### src/rtl/l15_req_arbiter_if.sv
// Core-side request/return bundle shared between the requesters and the L15 arbiter.
// master drives requests and L15 responses, slave is the arbiter.
interface l15_req_arbiter_if #(
  parameter int NUM_REQ = 3,
  parameter int IDX_W   = 2,
  parameter int ADDR_W  = 40,
  parameter int DATA_W  = 64
);
  logic [NUM_REQ-1:0]        req_val_i;
  logic [NUM_REQ*5-1:0]      req_rqtype_i;
  logic [NUM_REQ*ADDR_W-1:0] req_addr_i;
  logic [NUM_REQ*DATA_W-1:0] req_data_i;
  logic [NUM_REQ-1:0]        req_ack_o;
  logic                      l15_val_o;
  logic [4:0]                l15_rqtype_o;
  logic [ADDR_W-1:0]         l15_address_o;
  logic [DATA_W-1:0]         l15_data_o;
  logic [IDX_W-1:0]          l15_threadid_o;
  logic                      l15_header_ack_i;
  logic                      l15_rtrn_val_i;
  logic [IDX_W-1:0]          l15_rtrn_threadid_i;
  logic [NUM_REQ-1:0]        rtrn_val_o;
  logic [NUM_REQ-1:0]        outst_full_o;

  modport slave (
    input  req_val_i,
    input  req_rqtype_i,
    input  req_addr_i,
    input  req_data_i,
    output req_ack_o,
    output l15_val_o,
    output l15_rqtype_o,
    output l15_address_o,
    output l15_data_o,
    output l15_threadid_o,
    input  l15_header_ack_i,
    input  l15_rtrn_val_i,
    input  l15_rtrn_threadid_i,
    output rtrn_val_o,
    output outst_full_o
  );

  modport master (
    output req_val_i,
    output req_rqtype_i,
    output req_addr_i,
    output req_data_i,
    input  req_ack_o,
    input  l15_val_o,
    input  l15_rqtype_o,
    input  l15_address_o,
    input  l15_data_o,
    input  l15_threadid_o,
    output l15_header_ack_i,
    output l15_rtrn_val_i,
    output l15_rtrn_threadid_i,
    input  rtrn_val_o,
    input  outst_full_o
  );
endinterface

### src/rtl/l15_req_arbiter.sv
// Round-robin arbiter sharing one L15 request port, with per-requester outstanding limits.
// Optional macro L15_ARB_FIXPRIO0_EN: requester 0 always wins when eligible.
module l15_req_arbiter #(
  parameter int NUM_REQ   = 3,
  parameter int IDX_W     = 2,
  parameter int MAX_OUTST = 4,
  parameter int ADDR_W    = 40,
  parameter int DATA_W    = 64
) (
  input logic             clk_i,
  input logic             rstn_i,
  l15_req_arbiter_if.slave bus
);
  localparam int CNT_W = $clog2(MAX_OUTST + 1);

  typedef enum logic {
    IDLE,
    SEND
  } state_t;

  state_t              r_state;
  logic [IDX_W-1:0]    r_rr_ptr;
  logic [IDX_W-1:0]    r_idx;
  logic                r_val;
  logic [4:0]          r_rqtype;
  logic [ADDR_W-1:0]   r_addr;
  logic [DATA_W-1:0]   r_data;
  logic [CNT_W-1:0]    r_cnt [NUM_REQ];

  logic [NUM_REQ-1:0]  w_full;
  logic [NUM_REQ-1:0]  w_elig;
  logic [NUM_REQ-1:0]  w_ack;
  logic [NUM_REQ-1:0]  w_rtrn;
  logic [NUM_REQ-1:0]  w_dec;
  logic [IDX_W-1:0]    w_cand [NUM_REQ];
  logic                w_any;
  logic [IDX_W-1:0]    w_pick;
  logic [IDX_W-1:0]    w_next_ptr;

  always_comb begin
    for (int i = 0; i < NUM_REQ; i++) begin
      w_full[i] = (r_cnt[i] == CNT_W'(MAX_OUTST));
    end
    w_elig = bus.req_val_i & ~w_full;
  end

  // Scan starting at the pointer; full requesters are simply not eligible.
  always_comb begin
    w_any  = 1'b0;
    w_pick = '0;
    for (int k = 0; k < NUM_REQ; k++) begin
      w_cand[k] = IDX_W'((int'(r_rr_ptr) + k) % NUM_REQ);
    end
    for (int k = 0; k < NUM_REQ; k++) begin
      if (!w_any && w_elig[w_cand[k]]) begin
        w_any  = 1'b1;
        w_pick = w_cand[k];
      end
    end
`ifdef L15_ARB_FIXPRIO0_EN
    if (w_elig[0]) begin
      w_any  = 1'b1;
      w_pick = '0;
    end
`endif
  end

  assign w_next_ptr = (r_idx == IDX_W'(NUM_REQ - 1)) ?
                      '0 : r_idx + 1'b1;

  // Ack is combinational so the requester can drop valid before IDLE re-arbitrates.
  always_comb begin
    for (int i = 0; i < NUM_REQ; i++) begin
      w_ack[i]  = rstn_i && (r_state == SEND) &&
                  bus.l15_header_ack_i && (r_idx == IDX_W'(i));
      w_rtrn[i] = bus.l15_rtrn_val_i &&
                  (bus.l15_rtrn_threadid_i == IDX_W'(i));
      w_dec[i]  = w_rtrn[i] && (r_cnt[i] != '0);
    end
  end

  always_ff @(posedge clk_i) begin
    if (!rstn_i) begin
      r_state  <= IDLE;
      r_rr_ptr <= '0;
      r_idx    <= '0;
      r_val    <= 1'b0;
      r_rqtype <= '0;
      r_addr   <= '0;
      r_data   <= '0;
    end else begin
      case (r_state)
        IDLE: begin
          if (w_any) begin
            r_state  <= SEND;
            r_val    <= 1'b1;
            r_idx    <= w_pick;
            r_rqtype <= bus.req_rqtype_i[int'(w_pick)*5 +: 5];
            r_addr   <= bus.req_addr_i[int'(w_pick)*ADDR_W +: ADDR_W];
            r_data   <= bus.req_data_i[int'(w_pick)*DATA_W +: DATA_W];
          end
        end
        SEND: begin
          if (bus.l15_header_ack_i) begin
            r_state <= IDLE;
            r_val   <= 1'b0;
`ifdef L15_ARB_FIXPRIO0_EN
            if (r_idx != '0) begin
              r_rr_ptr <= w_next_ptr;
            end
`else
            r_rr_ptr <= w_next_ptr;
`endif
          end
        end
        default: r_state <= IDLE;
      endcase
    end
  end

  // Grant and return in the same cycle cancel; returns at zero are dropped.
  always_ff @(posedge clk_i) begin
    for (int i = 0; i < NUM_REQ; i++) begin
      if (!rstn_i) begin
        r_cnt[i] <= '0;
      end else if (w_ack[i] && !w_dec[i]) begin
        r_cnt[i] <= r_cnt[i] + 1'b1;
      end else if (!w_ack[i] && w_dec[i]) begin
        r_cnt[i] <= r_cnt[i] - 1'b1;
      end
    end
  end

  assign bus.req_ack_o      = w_ack;
  assign bus.l15_val_o      = r_val;
  assign bus.l15_rqtype_o   = r_rqtype;
  assign bus.l15_address_o  = r_addr;
  assign bus.l15_data_o     = r_data;
  assign bus.l15_threadid_o = r_idx;
  assign bus.rtrn_val_o     = w_rtrn;
  assign bus.outst_full_o   = w_full;
endmodule

### src/flat_wrapper.sv
// flat-port wrapper written by rule: the top's interface ports become plain ports
module l15_req_arbiter_flat 
#(
  parameter int NUM_REQ   = 3,
  parameter int IDX_W     = 2,
  parameter int MAX_OUTST = 4,
  parameter int ADDR_W    = 40,
  parameter int DATA_W    = 64
)
  (clk_i, rstn_i, bus_req_val_i, bus_req_rqtype_i, bus_req_addr_i, bus_req_data_i, bus_req_ack_o, bus_l15_val_o, bus_l15_rqtype_o, bus_l15_address_o, bus_l15_data_o, bus_l15_threadid_o, bus_l15_header_ack_i, bus_l15_rtrn_val_i, bus_l15_rtrn_threadid_i, bus_rtrn_val_o, bus_outst_full_o);
  l15_req_arbiter_if #(.NUM_REQ(NUM_REQ), .IDX_W(IDX_W), .ADDR_W(ADDR_W), .DATA_W(DATA_W)) bus_i ();
  input logic clk_i;
  input logic rstn_i;
  input wire logic [$bits(bus_i.req_val_i)-1:0] bus_req_val_i;
  input wire logic [$bits(bus_i.req_rqtype_i)-1:0] bus_req_rqtype_i;
  input wire logic [$bits(bus_i.req_addr_i)-1:0] bus_req_addr_i;
  input wire logic [$bits(bus_i.req_data_i)-1:0] bus_req_data_i;
  output wire logic [$bits(bus_i.req_ack_o)-1:0] bus_req_ack_o;
  output wire logic [$bits(bus_i.l15_val_o)-1:0] bus_l15_val_o;
  output wire logic [$bits(bus_i.l15_rqtype_o)-1:0] bus_l15_rqtype_o;
  output wire logic [$bits(bus_i.l15_address_o)-1:0] bus_l15_address_o;
  output wire logic [$bits(bus_i.l15_data_o)-1:0] bus_l15_data_o;
  output wire logic [$bits(bus_i.l15_threadid_o)-1:0] bus_l15_threadid_o;
  input wire logic [$bits(bus_i.l15_header_ack_i)-1:0] bus_l15_header_ack_i;
  input wire logic [$bits(bus_i.l15_rtrn_val_i)-1:0] bus_l15_rtrn_val_i;
  input wire logic [$bits(bus_i.l15_rtrn_threadid_i)-1:0] bus_l15_rtrn_threadid_i;
  output wire logic [$bits(bus_i.rtrn_val_o)-1:0] bus_rtrn_val_o;
  output wire logic [$bits(bus_i.outst_full_o)-1:0] bus_outst_full_o;
  assign bus_i.req_val_i = bus_req_val_i;
  assign bus_i.req_rqtype_i = bus_req_rqtype_i;
  assign bus_i.req_addr_i = bus_req_addr_i;
  assign bus_i.req_data_i = bus_req_data_i;
  assign bus_req_ack_o = bus_i.req_ack_o;
  assign bus_l15_val_o = bus_i.l15_val_o;
  assign bus_l15_rqtype_o = bus_i.l15_rqtype_o;
  assign bus_l15_address_o = bus_i.l15_address_o;
  assign bus_l15_data_o = bus_i.l15_data_o;
  assign bus_l15_threadid_o = bus_i.l15_threadid_o;
  assign bus_i.l15_header_ack_i = bus_l15_header_ack_i;
  assign bus_i.l15_rtrn_val_i = bus_l15_rtrn_val_i;
  assign bus_i.l15_rtrn_threadid_i = bus_l15_rtrn_threadid_i;
  assign bus_rtrn_val_o = bus_i.rtrn_val_o;
  assign bus_outst_full_o = bus_i.outst_full_o;
  l15_req_arbiter #(.NUM_REQ(NUM_REQ), .IDX_W(IDX_W), .MAX_OUTST(MAX_OUTST), .ADDR_W(ADDR_W), .DATA_W(DATA_W)) u_core (.clk_i(clk_i), .rstn_i(rstn_i), .bus(bus_i));
endmodule
### config.mk
export PLATFORM = sky130hd
export DESIGN_NAME = l15_req_arbiter_flat
export DESIGN_NICKNAME = d
export VERILOG_FILES = /design/src/rtl/l15_req_arbiter_if.sv /design/src/rtl/l15_req_arbiter.sv /design/src/flat_wrapper.sv
export SDC_FILE = /design/constraint.sdc
export NUM_CORES = 1
export LEC_CHECK = 0
export CORE_AREA = 2 2 179 181
export CTS_CLUSTER_SIZE = 30
export DETAILED_ROUTE_END_ITERATION = 8
export DIE_AREA = 0 0 181 183
export DONT_BUFFER_PORTS = 1
export HOLD_SLACK_MARGIN = 0.15
export PLACE_DENSITY_LB_ADDON = 0.2
export REMOVE_ABC_BUFFERS = 1
export SLEW_MARGIN = 15
export SYNTH_ARGS = -nofsm -noshare
export SYNTH_HDL_FRONTEND = slang
export SYNTH_SLANG_ARGS = --single-unit
### constraint.sdc
create_clock -name clk_i -period 1.85 [get_ports clk_i]
set_input_delay 0.185 -clock clk_i [delete_from_list [all_inputs] [get_ports clk_i]]
set_output_delay 0.185 -clock clk_i [all_outputs]
set_load 0.01 [all_outputs]
==> impl_metrics.toml <==
[status]
status = "finished, violations left"
violations = "negative hold slack, negative setup slack"

[synth]
netlist_instances = 1004
seq_area_frac_synth_pct = 32.6
synth_top_area_cell = "dfxtp_1"
synth_commonest_cells = "nand2_1, dfxtp_1"
syn_area_per_cell_um2 = 7.85
yosysMostFrequentCell = "nand2_1"
yosysTopAreaCellShare_pct = 29.2
synth_seq_cells = 124
synth_edf_count = 9
synth_area_leaders = "dfxtp_1, a21boi_0, a22oi_1"
synth-warning-count = 0
syn_area_um2 = 7890
synth_cell_types = 54
async_reset_ff_share_pct = 0
synth_ff_type = "dfxtp_1"

[global_routing]
grt_start_max_net_pins = 121
track_usage_pct = 22.6
grt_overflow = 0
grt_pass1_vias = 8761
antenna_found_initial = 5
grt_pass1_wl_um = 56400

[sta]
tightest_slew_ns = 0.342
hold_viol_final = 1
skew_ns = 0.0112
fin_ws_ns = -0.287
rsz0062_at_grt = "true"
slew-limit-headroom_pct = 77.0
fin_hold_ws_ns = -0.0000639
fin_crit_ns = 2.14
fmax_mhz = 468
period_share_pct = 115
finalSetupViolCount = 111
drv_slew = 0

[finish]
finish.net_count = 1512
design_area_um2 = 12700
drive_gt1_share_pct = 26.7
areaGrowthSynthToFinish_pct = 60.5

[pwr]
peakVddDrop_v = 0.000631
power_density_nw_per_um2 = 993
p_leak_nw = 5.13

[route]
num_vias = 9039
finalWirelength_um = 40600
vias_per_cell = 5.70
drtIter0Drc = 461
ant_nets = 0
routedWlPerCell_um = 25.6
drcViolationCount = 0
first_pass_iters = 7

[clocking]
cts_root_buffer = "clkbuf_16"
clk_latency_ns = 0.43
cts_hold_buf = 113
cts_max_level = 4
cts_buffers = 17
cts.sinks = 124
cts_max_path_buffers = 2
path_clk_slew_ns = 0.06
cts_tree = "built"

[setup_path]
crit_fanout = 22
critPathCaptureType = "register"
required_ns = 2.15
crit_path_start_kind = "register"
crit_type = "register to register"
worst_ep_arrival_time_ns = 2.44
r2r_slack_ns = -0.29

[floorplanning]
core_um2 = 31200
dieArea_um2 = 33100
row_count = 65
ios = 457
dieHeight_um = 183
initial_core_util_pct = 25.3
die_w_um = 181

[place]
place_congestion = 0.813
dp_hpwl_um = 22200
numPortBuffers = 0
placed_area_um2 = 8760

[hold_path]
min_path_type = "input port to register"

[job]
drv_cap = 0
sequential cells by signal (all words and copies together) (netlist names):
name,flops
u_core.r_state,1
u_core.r_cnt,9
u_core.r_rr_ptr,2
u_core.bus.l15_threadid_o,2
u_core.bus.l15_rqtype_o,5
u_core.bus.l15_val_o,1
u_core.bus.l15_data_o,64
u_core.bus.l15_address_o,40
placed cells by master (no fill, tap or decap), types with 6 or more instances in the layout:
cell and n:
nand2_1 96, o21ai_0 11, inv_1 10, nand2_2 18
a21boi_1 12, and3_4 6, o21ai_1 68, nand3_1 6
buf_16 26, o21ai_2 33, and3_1 103, dlygate4sd3_1 113
buf_6 17, a31oi_1 87, clkbuf_16 26, inv_2 6
buf_4 57, a31oi_4 19, a21boi_0 97, dfxtp_1 113
buf_12 39, edfxtp_1 9, a22oi_1 106
cell type report:
cell class	instances	area (um2)
inverter	16	60.1
sequential	124	2570
fill	3132	18600
timing repair buffer	264	3520
clock buffer	22	485
tap	402	503
antenna	4	10.0
multi-input combinational	744	5410
clock inverter	9	86.3
repair_timing:
action	4_1_cts	5_1_grt
endpoints found under the hold margin	128	122
gates resized for setup	117	105
setup endpoints to repair	113	120
setup buffers	35	6
gates cloned	27	8
pin swaps	34	48
kinds of logic (layout without fill, tap and decap cells):
group	Yosys count	after routing	share of synthesized area [%]
AOI/OAI and AO/OA	472	472	39.9
xor gates and xnor gates	3	3	0.333
other	0	4	0
DFF	124	124	32.6
adders and majority gates	9	9	1.52
buffers and inverters	136	311	8.69
and+or+nand+nor	260	260	16.9
power breakdown:
| group | switching (W) | total [W] | internal (W) |
|---|---|---|---|
| logic | 0.00228 | 0.00466 | 0.00238 |
| clock network | 0.00134 | 0.00333 | 0.00199 |
| registers | 0.00108 | 0.00457 | 0.00350 |
| total | 0.00470 | 0.0126 | 0.00787 |
worst max-delay path: stages (launching register included):
cell      delay (ns)
edfxtp_1        0.37
inv_2           0.07
ha_4            0.16
a21bo_4         0.21
buf_6           0.12
a21o_1          0.19
o32a_4          0.22
nor2_4          0.15
buf_12          0.19
buf_16          0.18
a31oi_1         0.11
stage by stage:
| step | util (%) | worst slack, ns | setup TNS (ns) | power (W) | instances |
|---|---|---|---|---|---|
| CTS | 38.2 | -0.238 | -20.89 | 0.0122 | 1573 |
| global placement | 28.0 | -0.406 | -34.01 | 0.00748 | 1368 |
| finish | 40.5 | -0.287 | -25.58 | 0.0126 | 1585 |
| floorplan | - | -5.78 | -644.21 | 0.00621 | 884 |
| global route | 40.5 | -0.356 | -33.48 | 0.0132 | 1583 |
| detailed placement | 28.0 | -0.440 | -35.36 | 0.00751 | 1368 |
final timing paths:
path                                      startpoint                          end  cells after the start
worst max-delay path              u_core.r_cnt[0][0]  u_core.bus.l15_address_o[2]                     10
worst min-delay path                          rstn_i    u_core.bus.l15_data_o[27]                      2
worst max register to register    u_core.r_cnt[0][0]  u_core.bus.l15_address_o[2]                     10
worst min register to register  u_core.bus.l15_val_o         u_core.bus.l15_val_o                      2
per-layer routing:
metal | wire [um] | up-vias | track usage, %
li1 | - | 4118 | -
met1 | 16200 | 4439 | 27.1
met2 | 20200 | 429 | 39.5
met3 | 3320 | 53 | 7.05
met4 | 847 | 0 | 5.63
met5 | 0 | - | 0
Power figures use the tool's default switching activity.
